==> config.mk <==
export PLATFORM = sky130hd
export DESIGN_NAME = sme_host
export DESIGN_NICKNAME = d
export VERILOG_FILES = /design/src/rtl/sme_host.sv
export SDC_FILE = /design/constraint.sdc
export NUM_CORES = 1
export LEC_CHECK = 0
export ABC_AREA = 1
export CAP_MARGIN = 40
export CORE_MARGIN = 5
export CORE_UTILIZATION = 31
export CTS_CLUSTER_DIAMETER = 200
export DETAILED_ROUTE_END_ITERATION = 16
export PLACE_DENSITY = 0.51
export SETUP_SLACK_MARGIN = 0.15
export SYNTH_ARGS = -nofsm -noshare
export SYNTH_HDL_FRONTEND = slang
export SYNTH_SLANG_ARGS = --single-unit
export TNS_END_PERCENT = 1
==> constraint.sdc <==
create_clock -name clk -period 4.6 [get_ports clk]
set_input_delay 0.92 -clock clk [delete_from_list [all_inputs] [get_ports clk]]
set_output_delay 0.92 -clock clk [all_outputs]
set_load 0.02 [all_outputs]
==> src/rtl/sme_host.sv <==
`default_nettype none
// +------------------------------------------------------------------------+
// | Module   : sme_host                                                     |
// | Purpose  : Serializes a buffered string/pattern onto the string-match   |
// |            engine's character port and returns the engine's result.     |
// |            Optional watchdog on the result wait: SME_HOST_TIMEOUT_EN.   |
// | Revision : 1.0                                                          |
// +------------------------------------------------------------------------+
module sme_host #(
  parameter int TO_CYCLES = 1023
) (
  input  logic       clk,
  input  logic       reset,
  input  logic       ld_str_we,
  input  logic [4:0] ld_str_addr,
  input  logic [7:0] ld_str_data,
  input  logic [4:0] ld_str_len,
  input  logic       ld_pat_we,
  input  logic [2:0] ld_pat_addr,
  input  logic [7:0] ld_pat_data,
  input  logic [2:0] ld_pat_len,
  input  logic       start,
  input  logic       start_pat_only,
  output logic       busy,
  output logic [7:0] chardata,
  output logic       isstring,
  output logic       ispattern,
  input  logic       valid,
  input  logic       match,
  input  logic [4:0] match_index,
  output logic       res_valid,
  output logic       res_match,
  output logic [4:0] res_index,
  output logic       res_timeout
);

  typedef enum logic [2:0] {
    IDLE   = 3'd0,
    SEND_S = 3'd1,
    SEND_P = 3'd2,
    WAIT   = 3'd3,
    DONE   = 3'd4
  } state_t;

  state_t     r_state, w_state_nxt;
  logic [4:0] r_cnt, w_cnt_nxt, w_cnt_inc;
  logic [4:0] r_str_len, w_str_len_nxt;
  logic [2:0] r_pat_len, w_pat_len_nxt;
  logic [7:0] r_str_buf [32];
  logic [7:0] r_pat_buf [8];
  logic [7:0] w_str_first, w_pat_first;
  logic       w_wr_ok, w_timeout;
  logic       w_busy_nxt, w_isstring_nxt, w_ispattern_nxt;
  logic [7:0] w_chardata_nxt;
  logic       w_res_valid_nxt, w_res_match_nxt, w_res_timeout_nxt;
  logic [4:0] w_res_index_nxt;

  assign w_wr_ok   = !busy;
  assign w_cnt_inc = r_cnt + 5'd1;

  always_ff @(posedge clk) begin
    if (w_wr_ok && ld_str_we) r_str_buf[ld_str_addr] <= ld_str_data;
    if (w_wr_ok && ld_pat_we) r_pat_buf[ld_pat_addr] <= ld_pat_data;
  end

  // A write coinciding with start must reach the first transmitted character.
  assign w_str_first = (ld_str_we && ld_str_addr == 5'd0) ? ld_str_data : r_str_buf[0];
  assign w_pat_first = (ld_pat_we && ld_pat_addr == 3'd0) ? ld_pat_data : r_pat_buf[0];

`ifdef SME_HOST_TIMEOUT_EN
  logic [9:0] r_to_cnt;
  always_ff @(posedge clk) begin
    if (reset || r_state != WAIT) r_to_cnt <= 10'd0;
    else                          r_to_cnt <= r_to_cnt + 10'd1;
  end
  assign w_timeout = (r_state == WAIT) && (r_to_cnt == 10'(TO_CYCLES - 1));
`else
  assign w_timeout = 1'b0;
`endif

  always_comb begin
    w_state_nxt       = r_state;
    w_cnt_nxt         = r_cnt;
    w_str_len_nxt     = r_str_len;
    w_pat_len_nxt     = r_pat_len;
    w_busy_nxt        = busy;
    w_chardata_nxt    = 8'd0;
    w_isstring_nxt    = 1'b0;
    w_ispattern_nxt   = 1'b0;
    w_res_valid_nxt   = 1'b0;
    w_res_match_nxt   = res_match;
    w_res_index_nxt   = res_index;
    w_res_timeout_nxt = res_timeout;
    case (r_state)
      IDLE, DONE: begin
        w_state_nxt = IDLE;
        w_busy_nxt  = 1'b0;
        if (start) begin
          w_str_len_nxt = ld_str_len;
          w_pat_len_nxt = ld_pat_len;
          w_cnt_nxt     = 5'd0;
          w_busy_nxt    = 1'b1;
          if (start_pat_only) begin
            w_state_nxt     = SEND_P;
            w_chardata_nxt  = w_pat_first;
            w_ispattern_nxt = 1'b1;
          end else begin
            w_state_nxt    = SEND_S;
            w_chardata_nxt = w_str_first;
            w_isstring_nxt = 1'b1;
          end
        end
      end
      SEND_S: begin
        if (r_cnt == r_str_len) begin
          w_state_nxt     = SEND_P;
          w_cnt_nxt       = 5'd0;
          w_chardata_nxt  = r_pat_buf[0];
          w_ispattern_nxt = 1'b1;
        end else begin
          w_cnt_nxt      = w_cnt_inc;
          w_chardata_nxt = r_str_buf[w_cnt_inc];
          w_isstring_nxt = 1'b1;
        end
      end
      SEND_P: begin
        if (r_cnt == {2'b00, r_pat_len}) begin
          w_state_nxt = WAIT;
          w_cnt_nxt   = 5'd0;
        end else begin
          w_cnt_nxt       = w_cnt_inc;
          w_chardata_nxt  = r_pat_buf[w_cnt_inc[2:0]];
          w_ispattern_nxt = 1'b1;
        end
      end
      WAIT: begin
        // A result strobe on the watchdog's final cycle takes priority.
        if (valid) begin
          w_state_nxt       = DONE;
          w_busy_nxt        = 1'b0;
          w_res_valid_nxt   = 1'b1;
          w_res_match_nxt   = match;
          w_res_index_nxt   = match ? match_index : 5'd0;
          w_res_timeout_nxt = 1'b0;
        end else if (w_timeout) begin
          w_state_nxt       = DONE;
          w_busy_nxt        = 1'b0;
          w_res_valid_nxt   = 1'b1;
          w_res_match_nxt   = 1'b0;
          w_res_index_nxt   = 5'd0;
          w_res_timeout_nxt = 1'b1;
        end
      end
      default: begin
        w_state_nxt = IDLE;
        w_busy_nxt  = 1'b0;
      end
    endcase
  end

  always_ff @(posedge clk) begin
    if (reset) begin
      r_state     <= IDLE;
      r_cnt       <= 5'd0;
      r_str_len   <= 5'd0;
      r_pat_len   <= 3'd0;
      busy        <= 1'b0;
      chardata    <= 8'd0;
      isstring    <= 1'b0;
      ispattern   <= 1'b0;
      res_valid   <= 1'b0;
      res_match   <= 1'b0;
      res_index   <= 5'd0;
      res_timeout <= 1'b0;
    end else begin
      r_state     <= w_state_nxt;
      r_cnt       <= w_cnt_nxt;
      r_str_len   <= w_str_len_nxt;
      r_pat_len   <= w_pat_len_nxt;
      busy        <= w_busy_nxt;
      chardata    <= w_chardata_nxt;
      isstring    <= w_isstring_nxt;
      ispattern   <= w_ispattern_nxt;
      res_valid   <= w_res_valid_nxt;
      res_match   <= w_res_match_nxt;
      res_index   <= w_res_index_nxt;
      res_timeout <= w_res_timeout_nxt;
    end
  end

endmodule
`default_nettype wire

==> reports/qor.yml, run 1 <==
setup_viol: 0
min_path_cells: 2
setup.worst_path.start_class: "primary input"
p_total_mw: 8.28
synth_xor_area_share_pct: 0.675
overflow: 0
dpl_cell_area_mm2: 0.0168
cts_buffer_depth: 3
netlist.area_leader.share_pct: 62.4
finalCritPeriodShare_pct: 64.4
yosys.area_share.adder_pct: 0.0813
synth_commonest_cells: "nand2_1, edfxtp_1, nand3_1"
start_util_pct: 31.4
fp-row-count: 81
ys_seq_elements: 354
synth.avg_cell_area_um2: 10.1
cts.root.buffer_cell: "clkbuf_16"
wl_per_cell_um: 17.7
vias: 10600
yosys.area_share.simple_pct: 23.5
wl_um: 40200
cts_tree: "built"
fin_skew_ps: 25.7
dp_hpwl_um: 26900
drv_cap: 0
synth_edf_count: 320
crit_type: "in -> reg"
relSlewSlack_pct: 38.9
place_congestion: 0.830
final_cell_area_mm2: 0.0179
reg2reg_depth: 9
clkSinkCount: 354
drv_slew: 0
cp_max_fo: 8
fin_crit_ps: 2960
io_pins: 64
worstPathArrival_ps: 3110
cp_data_required_time_ps: 4750
crit-reg2reg-launch: "r_cnt[0]$_SDFFE_PP0P_"
min_path_type: "reg -> reg"
grt_max_degree: 80
clkTransAtPathRegs_ps: 60
synth.area.top_cells: "edfxtp_1, nand2_1, nand3_1"
drc: 0
grt_pass1_vias: 10500
grt_usage_pct: 14.6
coreArea_mm2: 0.0491
rsz0062_at_grt: "false"
syn_to_final_growth_pct: 16.4
max_freq_ghz: 0.338
die_height_um: 233
synth_compound_area_share_pct: 2.81
synth_nets: 1574
cts_resized: 0
synth_top_family_by_area: "simple AND/OR/NAND/NOR gates"
routed_via_density: 4.67
final_layout_size_suffix_gt1_share_pct: 6.38
dieWidth_um: 233
p_leak_nw: 6.91
status: "completed"
fin_setup_tns_ps: 0
final_nets: 1636
synthCells: 1528
netlist_area_mm2: 0.0154
num_antenna_cells: 0
synth_warnings: 0
cts_setup_buffers: 0
cts-hold-fix-buffers: 0
ys.flop_type: "edfxtp_1"
power_density_mw_per_mm2: 462
synth_largest_area_cell: "edfxtp_1"
hp-start: "res_match$_SDFFE_PP0P_"
worstMarginPinSlew_ps: 917
dr.pass1.iters: 5
ir_drop_mv: 0.208
seq_area_frac_synth_pct: 66.9
hold_viol: 0
reg2reg_to: "chardata[5]$_SDFF_PP0_"
ys_types: 33
first_iter_violations: 767
cts_buffers: 37
htreeDepth: 2
synthArstFlopShare_pct: 0
grt_pass1_wl_um: 60900
antenna_found_initial: 1
yosysMostFrequentCell: "nand2_1"
muxShareOfSynthArea_pct: 0
r2r_slack_ps: 1760
endpoint_kind: "register"
port_buffers: 62
worstHoldEndpoint: "res_match$_SDFFE_PP0P_"
insertion_delay_ps: 540
final_antenna_net_count: 0
die_area_mm2: 0.0542
[how the worst max path moves through the flow]
stage,start,end,depth (start not counted)
final,ld_str_we,r_str_buf[3][7]$_DFFE_PP_,5
after global routing,r_cnt[0]$_SDFFE_PP0P_,chardata[5]$_SDFF_PP0_,9
after CTS,ld_str_we,r_str_buf[3][7]$_DFFE_PP_,5
after detailed placement,ld_str_we,r_str_buf[3][1]$_DFFE_PP_,5
after global placement,ld_str_we,r_str_buf[27][1]$_DFFE_PP_,5
after floorplan,ld_str_we,r_str_buf[0][0]$_DFFE_PP_,4
[metrics by stage]
| step | hold WS [ps] | worst slack [ps] | util [%] | std cells |
|---|---|---|---|---|
| 2_1_floorplan | 443 | 2460 | - | 1528 |
| 3_3_place_gp | 451 | 1170 | 34.0 | 2207 |
| 3_5_place_dp | 456 | 1090 | 34.3 | 2215 |
| 4_1_cts | 464 | 1650 | 36.5 | 2278 |
| 5_1_grt | 484 | 1550 | 36.5 | 2278 |
| 6_report | 462 | 1640 | 36.5 | 2278 |
[metal layers]
layer,vias up,part of all wire (%),GRT usage (%)
li1,5192,-,-
met1,5106,46,19.9
met2,268,46,24.1
met3,62,5.2,2.60
met4,0,2.5,4.04
met5,-,0,0
[logic make-up after synthesis]
kind of cell	after synthesis
other cells	1
flops	354
xor+xnor	8
simple gates	861
compound gates	86
fa+ha+maj	1
buf+inv	217
[placed cells by master (no fill, tap or decap), types with 2 or more instances in the layout]
cell             Yosys  layout
buf_8                0       2
o21ai_0             36      36
clkbuf_1            18      15
xnor2_1              4       4
nor2_2               2       2
xor2_4               1       2
nand2_1            516     516
buf_12               0       3
nor2_1              91      91
buf_4                7      26
clkbuf_8             1       3
clkinv_2             0       2
a21oi_1             44      44
o21ai_1              5       5
buf_16               0       2
inv_2                8       7
inv_1              137     137
nand3_2              2       2
clkdlybuf4s50_1      0      62
nand3_1            235     235
edfxtp_1           320     320
dfxtp_1             34      33
clkbuf_16            0      38
clkinv_1             0       2
inv_6                0       2
nand3b_1             8       8
nor3_2               2       2
[critical path, stage by stage]
cell	delay [ps]
clkdlybuf4s50_1	450
inv_1	50
nor2_1	200
nand3_1	660
nor2_1	830
[where the power goes]
group          internal, mW  leakage [nW]  switching (mW)
combinational         0.570          3.22            1.26
clock                  1.57         0.528            1.18
sequential             3.61          3.16          0.0859
[final cells by class]
class | instances | area [um2]
clock buffers | 56 | 1050
well taps | 664 | 831
flip-flops and latches | 354 | 10300
clock inverters | 7 | 42.5
fillers | 4965 | 31100
inverters | 145 | 547
multi-input cells | 957 | 4200
repair buffers | 95 | 961
[flip-flops by register name, summed over array words and instances (netlist names)]
name,count
r_cnt,5
r_str_buf,256
ispattern,1
r_pat_buf,64
r_str_len,5
res_match,1
r_state,3
chardata,8
isstring,1
res_index,5
busy,1
res_valid,1
r_pat_len,3
Power figures use the tool's default switching activity.
==> run 2: changes to the inputs <==
Settings changed: PLACE_DENSITY 0.51 to 0.53.
Clock period 4.6 ns to 2.4 ns, I/O delays scaled along.
==> reports/qor.yml, run 2 (synthesized netlist as in run 1, its figures left out) <==
status: "completed"  # unchanged
fp-row-count: 81  # unchanged
grt_pass1_wl_um: 65100  # was 60900 um
grt_usage_pct: 15.6  # was 14.6%
min_path_type: "reg -> reg"  # unchanged
fin_skew_ps: 22.6  # was 25.7 ps
grt_max_degree: 129  # was 80
port_buffers: 62  # unchanged
dp_cells: 2274  # was 2215
final_util_pct: 37.9  # was 36.5%
syn_to_final_growth_pct: 20.7  # was 16.4%
largest_register_ffs: 256  # unchanged
clkSinkCount: 354  # unchanged
antenna_found_initial: 2  # was 1
coreArea_mm2: 0.0491  # unchanged
finalCritPeriodShare_pct: 90.0
fin_crit_ps: 2160
grt_pass1_vias: 10800  # was 10500
reg2reg_depth: 8  # was 9
vias: 11100  # was 10600
r2r_slack_ps: 240  # was 1760 ps
die_height_um: 233  # unchanged
crit_type: "reg -> reg"  # was in -> reg
p_leak_nw: 7.33  # was 6.91 nW
wl_um: 42800  # was 40200 um
worstPathArrival_ps: 2560  # was 3110 ps
largest-register: "r_str_buf"  # unchanged
multi_input_area_mm2: 0.00420  # unchanged
reg2reg_to: "chardata[6]$_SDFF_PP0_"  # was chardata[5]$_SDFF_PP0_
post-place-ws_ps: 170  # was 1090 ps
regArea_mm2: 0.0103  # about the same
setup_viol: 0  # unchanged
relSlewSlack_pct: 57.9  # was 38.9%
cts_buffers: 39  # was 37
worstMarginPinSlew_ps: 631  # was 917 ps
hold_viol: 0  # unchanged
dr.pass1.iters: 5  # unchanged
place_congestion: 0.823  # was 0.830
drv_slew: 0  # unchanged
routed_via_density: 4.71  # was 4.67
clkTransAtPathRegs_ps: 60  # about the same
min_path_cells: 2  # unchanged
hp-start: "res_index[0]$_SDFFE_PP0P_"  # was res_match$_SDFFE_PP0P_
drv_cap: 0  # unchanged
overflow: 0  # unchanged
start_util_pct: 31.4  # unchanged
final_nets: 1699  # was 1636
ir_drop_mv: 0.520  # was 0.208 mV
dieWidth_um: 233  # unchanged
fin_setup_tns_ps: 0  # unchanged
layout_common_cells: "nand2_1, edfxtp_1, nand3_1"  # unchanged
p_total_mw: 16.7  # was 8.28 mW
endpoint_kind: "register"  # unchanged
setup.worst_path.start_class: "register"  # was primary input
power_density_mw_per_mm2: 897  # was 462 mW/mm2
rsz0062_at_grt: "false"  # unchanged
fin_cells: 2348  # was 2278
first_iter_violations: 1225  # was 767
cts_tree: "built"  # unchanged
worstHoldEndpoint: "res_index[0]$_SDFFE_PP0P_"  # was res_match$_SDFFE_PP0P_
fill_cells: 4920  # was 4965
insertion_delay_ps: 540  # about the same
cp_max_fo: 7  # was 8
drc: 0  # unchanged
finalWorstSetupSlack_ps: 239  # was 1640 ps
max_freq_ghz: 0.463
wl_per_cell_um: 18.2  # was 17.7 um
layout_commonest_cell: "nand2_1"  # unchanged
cts.root.buffer_cell: "clkbuf_16"  # unchanged
crit-reg2reg-launch: "r_cnt[0]$_SDFFE_PP0P_"  # unchanged
htreeDepth: 2  # unchanged
die_area_mm2: 0.0542  # unchanged
cp_data_required_time_ps: 2800  # was 4750 ps
cts_buffer_depth: 3  # unchanged
final_layout_size_suffix_gt1_share_pct: 10.4  # was 6.38%
io_pins: 64  # unchanged
dp_hpwl_um: 28000  # was 26900 um
final_antenna_net_count: 0  # unchanged
cts-hold-fix-buffers: 0  # unchanged
top_regs: "r_str_buf (256), r_pat_buf (64), chardata (8)"  # unchanged
## run 2: changes by cell type in the layout (fill, tap and decap cells not counted), sizes merged
cell and delta:
buf +61, clkinv +14, clkbuf -7, bufinv +2, inv -2, clkinvlp +1, diode +1
## run 2: final cells by class
class                      instances  area share [%]
inverter                         145            2.94
antenna                            1          0.0135
clock inverter                    22           0.822
sequential                       354            55.4
timing repair buffer             156            7.87
multi-input combinational        957            22.6
clock buffer                      49            5.85
tap                              664            4.47
## run 2: routing by layer
layer	vias up	wire length, um	global-route usage (%)
li1	5336	-	-
met1	5297	19500	22.4
met2	363	19300	24.5
met3	64	3080	2.82
met4	0	902	3.93
met5	-	0	0
## run 2: timing repair
item | CTS | global route
resized for setup | 1 | 2
setup buffers | 0 | 2
cloned | 0 | 0
setup endpoints to repair | 1 | 1
pin swaps | 0 | 1
## run 2: where the power goes
part	total, mW	leakage, nW	internal (mW)	switching (mW)
Combinational	3.80	3.55	1.24	2.57
Clock	5.81	0.608	3.41	2.40
Sequential	7.05	3.16	6.92	0.131
## run 2: per-stage QoR
step | instance area [um2] | hold WS [ps]
after floorplan | 15400 | 443
after global placement | 17300 | 452
after detailed placement | 17300 | 455
after CTS | 18500 | 464
after global routing | 18600 | 482
final | 18600 | 464
## run 2: worst max path at each step
stage                                   endpoint             startpoint  slack, ps  cells past startpoint
after CTS                 chardata[6]$_SDFF_PP0_  r_cnt[0]$_SDFFE_PP0P_        240                      8
after global placement    chardata[2]$_SDFF_PP0_         ld_pat_addr[1]        180                      8
after floorplan           chardata[5]$_SDFF_PP0_  r_cnt[1]$_SDFFE_PP0P_        630                     11
final                     chardata[6]$_SDFF_PP0_  r_cnt[0]$_SDFFE_PP0P_        240                      8
after global routing      chardata[6]$_SDFF_PP0_  r_cnt[0]$_SDFFE_PP0P_        160                      7
after detailed placement  chardata[6]$_SDFF_PP0_         ld_str_addr[3]        170                      8
## run 2: critical path, stage by stage (launching register included)
cell and delay [ps]:
dfxtp_4 430, ha_2 330, nand3_1 210, xor2_4 350, buf_4 170, buf_4 110, nand3_1 120, nand3_1 200
a21oi_1 100
==> run 3: changes to the inputs <==
Settings changed: GPL_ROUTABILITY_DRIVEN set to 0.
==> results of run 3 <==
Same layout as run 2: the final DEF is identical, and so are final timing and power.
